--- config.mk ---
export PLATFORM = sky130hd
export DESIGN_NAME = fifo_thresh_pipe
export DESIGN_NICKNAME = d
export VERILOG_FILES = /design/src/rtl/fifo_pkg.sv /design/src/rtl/fifo_ram.sv /design/src/rtl/fifo_thresh_pipe.sv
export SDC_FILE = /design/constraint.sdc
export NUM_CORES = 1
export LEC_CHECK = 0
export CORE_ASPECT_RATIO = 1.1
export CORE_MARGIN = 1
export CORE_UTILIZATION = 55
export DETAILED_ROUTE_END_ITERATION = 7
export HOLD_SLACK_MARGIN = 0.02
export PLACE_DENSITY = 0.83
export REMOVE_ABC_BUFFERS = 1
export SYNTH_ARGS = -nofsm -noshare
export SYNTH_HDL_FRONTEND = slang
export SYNTH_SLANG_ARGS = --single-unit
--- constraint.sdc ---
create_clock -name clk -period 3.64 [get_ports clk]
set_clock_uncertainty 0.05 [all_clocks]
set_input_delay 0.728 -clock clk [delete_from_list [all_inputs] [get_ports clk]]
set_output_delay 0.728 -clock clk [all_outputs]
set_load 0.02 [all_outputs]
--- src/rtl/fifo_pkg.sv ---
// Shared definitions for the threshold FIFO: almost-full select
// encodings and the level decode used by the top.
package fifo_pkg;

    localparam logic [1:0] THR_FULL = 2'b00;
    localparam logic [1:0] THR_M1   = 2'b01;
    localparam logic [1:0] THR_M2   = 2'b10;
    localparam logic [1:0] THR_HALF = 2'b11;

    function automatic int unsigned thr_level(
        input int unsigned depth,
        input logic [1:0]  sel
    );
        int unsigned lvl;
        lvl = depth;
        case (sel)
            THR_FULL: lvl = depth;
            THR_M1:   lvl = depth - 1;
            THR_M2:   lvl = depth - 2;
            THR_HALF: lvl = depth / 2;
            default:  lvl = depth;
        endcase
        return lvl;
    endfunction

endpackage

--- src/rtl/fifo_ram.sv ---
// FIFO storage: one synchronous write port, one asynchronous read port.
// Contents are deliberately left unreset.
module fifo_ram #(
    parameter int DATA_WIDTH = 32,
    parameter int DEPTH      = 16,
    localparam int AW        = $clog2(DEPTH)
) (
    input  logic                  clk,
    input  logic                  we,
    input  logic [AW-1:0]         waddr,
    input  logic [DATA_WIDTH-1:0] wdata,
    input  logic [AW-1:0]         raddr,
    output logic [DATA_WIDTH-1:0] rdata
);

    logic [DATA_WIDTH-1:0] mem [DEPTH];

    always_ff @(posedge clk) begin
        if (we) begin
            mem[waddr] <= wdata;
        end
    end

    assign rdata = mem[raddr];

endmodule

--- src/rtl/fifo_thresh_pipe.sv ---
// Synchronous FIFO with programmable almost-full level, registered
// read port, occupancy count and sticky overflow/underflow flags.
module fifo_thresh_pipe
    import fifo_pkg::*;
#(
    parameter int DATA_WIDTH = 32,
    parameter int DEPTH      = 16,
    localparam int CW        = $clog2(DEPTH) + 1
) (
    input  logic                  clk,
    input  logic                  rst_n,
    input  logic                  enqueue_w,
    input  logic [DATA_WIDTH-1:0] data_in_w,
    output logic                  fifo_full_w,
    input  logic                  dequeue_w,
    output logic                  data_valid_r,
    output logic [DATA_WIDTH-1:0] rdata_r,
    input  logic [1:0]            full_threshold,
    output logic [CW-1:0]         count_r,
    output logic                  empty_w,
    output logic                  overflow_r,
    output logic                  underflow_r,
    input  logic                  clr_err
);

    localparam int AW = $clog2(DEPTH);
    localparam logic [CW-1:0] FULL_CNT = CW'(DEPTH);

    logic [AW-1:0]         wr_ptr;
    logic [AW-1:0]         rd_ptr;
    logic [DATA_WIDTH-1:0] head;
    logic [CW-1:0]         lvl;
    logic                  rd_ok;
    logic                  wr_ok;

    // A write at hard full is still taken when a read frees a slot.
    assign rd_ok = dequeue_w & (count_r != '0);
    assign wr_ok = enqueue_w & ((count_r != FULL_CNT) | rd_ok);

    assign lvl         = CW'(thr_level(DEPTH, full_threshold));
    assign fifo_full_w = (count_r >= lvl);
    assign empty_w     = (count_r == '0);

    fifo_ram #(
        .DATA_WIDTH(DATA_WIDTH),
        .DEPTH     (DEPTH)
    ) u_ram (
        .clk  (clk),
        .we   (wr_ok),
        .waddr(wr_ptr),
        .wdata(data_in_w),
        .raddr(rd_ptr),
        .rdata(head)
    );

    always_ff @(posedge clk or negedge rst_n) begin
        if (!rst_n) begin
            wr_ptr  <= '0;
            rd_ptr  <= '0;
            count_r <= '0;
        end else begin
            if (wr_ok) begin
                wr_ptr <= wr_ptr + AW'(1);
            end
            if (rd_ok) begin
                rd_ptr <= rd_ptr + AW'(1);
            end
            count_r <= count_r + CW'(wr_ok) - CW'(rd_ok);
        end
    end

    always_ff @(posedge clk or negedge rst_n) begin
        if (!rst_n) begin
            data_valid_r <= 1'b0;
            rdata_r      <= '0;
        end else begin
            data_valid_r <= rd_ok;
            if (rd_ok) begin
                rdata_r <= head;
            end
        end
    end

    // Setting a flag takes priority over a same-cycle clear.
    always_ff @(posedge clk or negedge rst_n) begin
        if (!rst_n) begin
            overflow_r  <= 1'b0;
            underflow_r <= 1'b0;
        end else begin
            if (enqueue_w & ~wr_ok) begin
                overflow_r <= 1'b1;
            end else if (clr_err) begin
                overflow_r <= 1'b0;
            end
            if (dequeue_w & (count_r == '0)) begin
                underflow_r <= 1'b1;
            end else if (clr_err) begin
                underflow_r <= 1'b0;
            end
        end
    end

endmodule
# ---- After elaboration in Yosys (flattened, before gate mapping)
# Memories as Yosys holds them, arrays and structs flattened. A register that Yosys moved wholly into a read port is not among the register bits.
# Cells that the tools add are included.
dict set report totals {
  elab_cells 34
  output_inout_bits 42
  regBits 16
  n_memories 1
  inputBits 39
  mem_bits_rw 512
}
# memory words word_bits rd rd_ports_with_merged_regs write_ports line
set memory_table {}
lappend memory_table {u_ram.mem 16 32 1 1 1 fifo_ram.sv:16} ;# logic [DATA_WIDTH-1:0] mem [DEPTH];
dict set report op_classes {
  reduce_logical 6
  n_eq_ne 4
  mux 6
  addsub 4
  n_bitwise 6
  n_lt_le_gt_ge 1
}
# op n
set op_table {}
lappend op_table {{one-hot mux 5 bit (4 select lines)} 1}
lappend op_table {{adder 4 x 1 -> 4 bit, second input constant} 2}
lappend op_table {{adder 5 x 1 -> 5 bit} 1}
lappend op_table {{greater-or-equal comparator 5 bit} 1}
lappend op_table {{zero test 5 bit} 1}
lappend op_table {{2-to-1 mux 1 bit} 5}
lappend op_table {{inequality test 5 bit, second input constant} 1}
lappend op_table {{nonzero test 5 bit} 1}
lappend op_table {{subtractor 5 x 1 -> 5 bit} 1}
lappend op_table {{AND 1 bit} 4}
lappend op_table {{equality test 2 bit, second input constant} 2}
lappend op_table {{nonzero test 2 bit} 2}
lappend op_table {{equality test 2 x 1 -> 1 bit, second input constant} 1}
lappend op_table {{zero test 2 bit} 1}
lappend op_table {{zero test 1 bit} 1}
lappend op_table {{NOT 1 bit} 1}
lappend op_table {{bitwise OR 1 bit} 1}

# ---- Logic depth before layout (Yosys ltp)
dict set report logic_depth {
  depth_word 7
  mapped_depth 16
  mapped_depth_nobuf 15
}

# ---- By module
# From an unflattened synthesis, not the netlist that was laid out.
dict set report hier_totals {
  hier_cells 1025
  area_unflattened_um2 21345.5
}
# mod n_inst area_each_um2 cells_each seq_area_each_um2
set modules_own_cells {}
lappend modules_own_cells {fifo_ram 1 19213.4 806 15374.7}
lappend modules_own_cells {fifo_thresh_pipe 1 2132.0 219 1201.2}

# ---- Worst setup path before layout
# Ideal clock, no wire load.
dict set report synth_path {
  kind {flip-flop to flip-flop}
  start {reg count_r[2]}
  end {mem u_ram.mem[3][0], enable pin}
  t_required_ns 3.129
  path_stages_with_launch 8
  setup_time_ns 0.461
  arrival_time_ns 3.639
  n_path_buf 1
  setup_slack_ns -0.510
  cell_sequence {dfrtp_1 > inv_1 > ha_1 > nand4b_1 > and2_1 > clkbuf_1 > nand2_1 > nor3_1}
}
dict set report synth_via {
  elab_chain_len 6
}
# element line
set synth_rtl {}
lappend synth_rtl {{from (decl)} fifo_thresh_pipe.sv:19} ;# output logic [CW-1:0] count_r,
lappend synth_rtl {{from (signal assigned)} fifo_thresh_pipe.sv:68} ;# count_r <= count_r + CW'(wr_ok) - CW'(rd_ok);
lappend synth_rtl {{nonzero test 5 bit} fifo_thresh_pipe.sv:37} ;# assign rd_ok = dequeue_w & (count_r != '0);
lappend synth_rtl {{AND 1 bit} fifo_thresh_pipe.sv:37}
lappend synth_rtl {{bitwise OR 1 bit (*)} fifo_thresh_pipe.sv:38} ;# assign wr_ok = enqueue_w & ((count_r != FULL_CNT) | rd_ok);
lappend synth_rtl {{AND 1 bit (*)} fifo_thresh_pipe.sv:38}
lappend synth_rtl {{2-to-1 mux 1 bit (*)} fifo_ram.sv:19} ;# if (we) begin
lappend synth_rtl {{2-to-1 mux 1 bit (not written as such) (*)} fifo_ram.sv:20} ;# mem[waddr] <= wdata;
lappend synth_rtl {{to (decl)} fifo_ram.sv:16}
# Every way passes the cells marked *; elsewhere a longest branch is shown, timed or not.

# ---- Worst setup path in the final report
dict set report layout_path {
  start {in full_threshold[0]}
  end {out fifo_full_w}
}
dict set report layout_via {
  elab_chain_len 3
}
# element line
set layout_rtl {}
lappend layout_rtl {{from (decl)} fifo_thresh_pipe.sv:18} ;# input logic [1:0] full_threshold,
lappend layout_rtl {{equality test 2 bit, or another cell as far along} fifo_pkg.sv:16} ;# case (sel)
lappend layout_rtl {{one-hot mux 5 bit (4 select lines) (*)} fifo_pkg.sv:16}
lappend layout_rtl {{greater-or-equal comparator 5 bit (*)} fifo_thresh_pipe.sv:41} ;# assign fifo_full_w = (count_r >= lvl);
lappend layout_rtl {{to (decl)} fifo_thresh_pipe.sv:14} ;# output logic fifo_full_w,
# Marked as above.

==> summary.txt <==
Run status
  • Outcome: complete, no violations

STA
  • Unrepaired setup endpoints after global routing: false
  • Tightest Pin Transition: 1070 ps
  • Period minus WS final: 3240 ps
  • Slew margin rel.: 0.284
  • Max Freq: 309 MHz
  • Final setup viols: 0
  • Fin. Hold Viols: 0
  • Fin crit share: 0.889
  • Pins Over Slew Limit: 0
  • Setup TNS: 0 ps

Cells and area
  • Multi-input gate area: 0.00484 mm²
  • Sequential Area: 0.0166 mm²
  • Design Area, Final: 0.0251 mm²
  • Commonest non-fill, non-tap cell in the layout: edfxtp_1
  • N_diodes: 0
  • Layout filler cell count: 2381
  • Layout area overhead: 15.3%
  • Final non-filler cell total: 1639
  • Most frequent cells in the layout: 512 x edfxtp_1, 106 x mux4_2, 78 x clkdlybuf4s50_1
  • Final net count: 1150
  • Share of post-route cells with drive strength above 1: 0.276

Setup path
  • Crit-path max FO: 2
  • WS Path Type: primary input to primary output
  • Reg-to-Reg Start: count_r[3]
  • Reg2Reg Setup Slack: 860 ps
  • CP startpoint: full_threshold[0]
  • Critical Path Max Stage Delay: 480 ps
  • CP cell instances: clkdlybuf4s50_1 > inv_1 > ha_1 > inv_1 > ha_1 > a21oi_1 > nor2b_1 > o21ai_0 > a21oi_1 > dlymetal6s2s_1
  • Worst Path Arrival: 2460 ps
  • CP required: 2860 ps
  • Critical path endpoint category: primary output
  • Slowest CP cell: clkdlybuf4s50_1
  • CP startpoint kind: primary input

Routing
  • DRT iter0 DRCs: 976
  • Vias per inst: 6.37
  • # DRC: 0
  • DRT antenna net count: 0
  • Wirelength per Cell: 27.8 µm
  • Vias: 10400
  • WL met2: 23600 µm
  • Highest layer used for signal routing: met4
  • Met3 WL: 3300 µm
  • Routed wire length: 45600 µm
  • Metal-1 WL: 17400 µm
  • Drt pass-1 iters: 5

Placed design
  • Port-buffer cells: 80
  • Dpl cell area: 0.0234 mm²
  • DP HPWL: 25200 µm
  • Dpl cells: 1546
  • Placer Congestion: 0.811

GRT
  • Total track usage: 0.232
  • GRT overflow: 0
  • Initial antenna violation count: 0
  • Vias in the first global route: 10900
  • Global-route wire length before repair: 67300 µm
  • Largest net degree at the start of global routing: 78

Synthesis
  • Sequential share of the synthesized area: 0.763
  • Cell type with the largest total area after synthesis: edfxtp_1
  • Number of library cell types mapped by synthesis: 33
  • Yosys reg bits: 560
  • Share of the synthesized area in the top cell type: 0.707
  • YS warnings: 0
  • Top cells by area, synth: edfxtp_1 71%, mux4_2 11%, dfrtp_1 5.5%
  • Syn Area/Cell: 22.4 µm²
  • Post-synth design cell area: 0.0217 mm²
  • Gate Count Post-Synth: 970

Floorplanning
  • Die X: 192 µm
  • Starting Density: 0.556
  • Row count: 76
  • Die Area: 0.0403 mm²
  • Die Y: 211 µm
  • Core region area: 0.0391 mm²
  • Total I/O pin count: 81

Clock tree
  • CTS Buf Count: 51
  • H-tree Lvls: 2
  • Clock Root Buffer: clkbuf_16
  • Clock Tree Buf Depth: 3
  • CTS tree: yes
  • Clk sinks: 560
  • Clk_lat worst skew: 570 ps
  • Clk slew on worst S/H paths: 60 ps
  • Hold Buf Count CTS: 0

Power and ir drop
  • Pwr Density: 784 mW/mm²
  • Max rail drop VDD: 0.480 mV
  • Leakage power: 8.20 nW
  • Total power: 19.7 mW

Worst hold path
  • Hold WC Path Type: primary input to async pin

Job
  • Max-Cap Viols: 0
## synthesized netlist by cell type
cell type,n
a21o_1,1
clkbuf_1,15
edfxtp_1,512
buf_2,17
nor2_1,17
nand4_1,2
o22ai_1,34
nor4b_2,1
inv_1,19
or2_2,1
fa_1,1
buf_6,2
nor3_1,4
nand4b_1,1
buf_12,7
and2_1,1
nand2_2,1
o21ai_0,3
buf_1,10
dfrtp_1,48
xor2_1,2
o22ai_2,31
xnor2_1,8
mux2_4,12
mux4_2,106
nand2_1,8
ha_1,18
nand2b_1,4
buf_4,3
mux2_2,21
mux4_1,22
a21oi_1,36
nor2b_1,2
## what timing repair did
| action | 4_1_cts | 5_1_grt |
|---|---|---|
| setup endpoints to repair | 0 | 1 |
| gates resized for setup | 0 | 1 |
| buffers inserted | 0 | 0 |
| endpoints found under the hold margin | 0 | 0 |
## per-layer routing
metal | vias up | GRT usage
li1 | 4308 | -
met1 | 5501 | 0.305
met2 | 535 | 0.393
met3 | 99 | 0.0356
met4 | 0 | 0.0873
met5 | - | 0
## worst max-delay path, delay by kind of cell
family,cells,cell delay (ps)
AOI/OAI and AO/OA,3,360
buffers and inverters,4,810
and+or+nand+nor,1,50
adders and majority gates,2,500
## stage by stage
stage | utilization | setup WS, ps | hold slack, ps
after global routing | 0.641 | 259 | 204
after detailed placement | 0.598 | 38.5 | 475
final | 0.641 | 403 | 163
after floorplan | - | -2780 | 382
after global placement | 0.598 | 42.7 | 465
after CTS | 0.641 | 24.5 | 184
## power by group
group / internal, mW / switching, mW
clock network: 3.21 / 2.24
logic: 2.82 / 2.93
registers: 7.88 / 0.574
total: 13.9 / 5.74
## worst paths after layout
path,endpoint,cells past startpoint
hold / removal,rdata_r[29],1
hold reg to reg,overflow_r,2
setup / recovery,fifo_full_w,10
max in group asynchronous,overflow_r,2
min in group clk,overflow_r,2
setup reg to reg,count_r[4],14
## area by class of cell
| class | count | area share |
|---|---|---|
| flip-flops and latches | 560 | 0.662 |
| multi-input cells | 337 | 0.193 |
| clock buffers | 66 | 0.0544 |
| repair buffers | 123 | 0.0487 |
| well taps | 507 | 0.0253 |
| clock inverters | 27 | 0.0137 |
| inverters | 19 | 0.00285 |
## flip-flops by register name (all words and copies together) (netlist names)
register / cells
rdata_r: 32
overflow_r: 1
underflow_r: 1
data_valid_r: 1
rd_ptr: 4
u_ram.mem: 512
count_r: 5
wr_ptr: 4
## logic make-up after synthesis
family	share of synthesized area
DFF	0.763
and+or+nand+nor	0.00950
adders and majority gates	0.0113
muxes	0.156
xor gates and xnor gates	0.00403
buffers and inverters	0.0200
AOI/OAI and AO/OA	0.0370
Note: power is estimated with default switching activity, not from simulation.
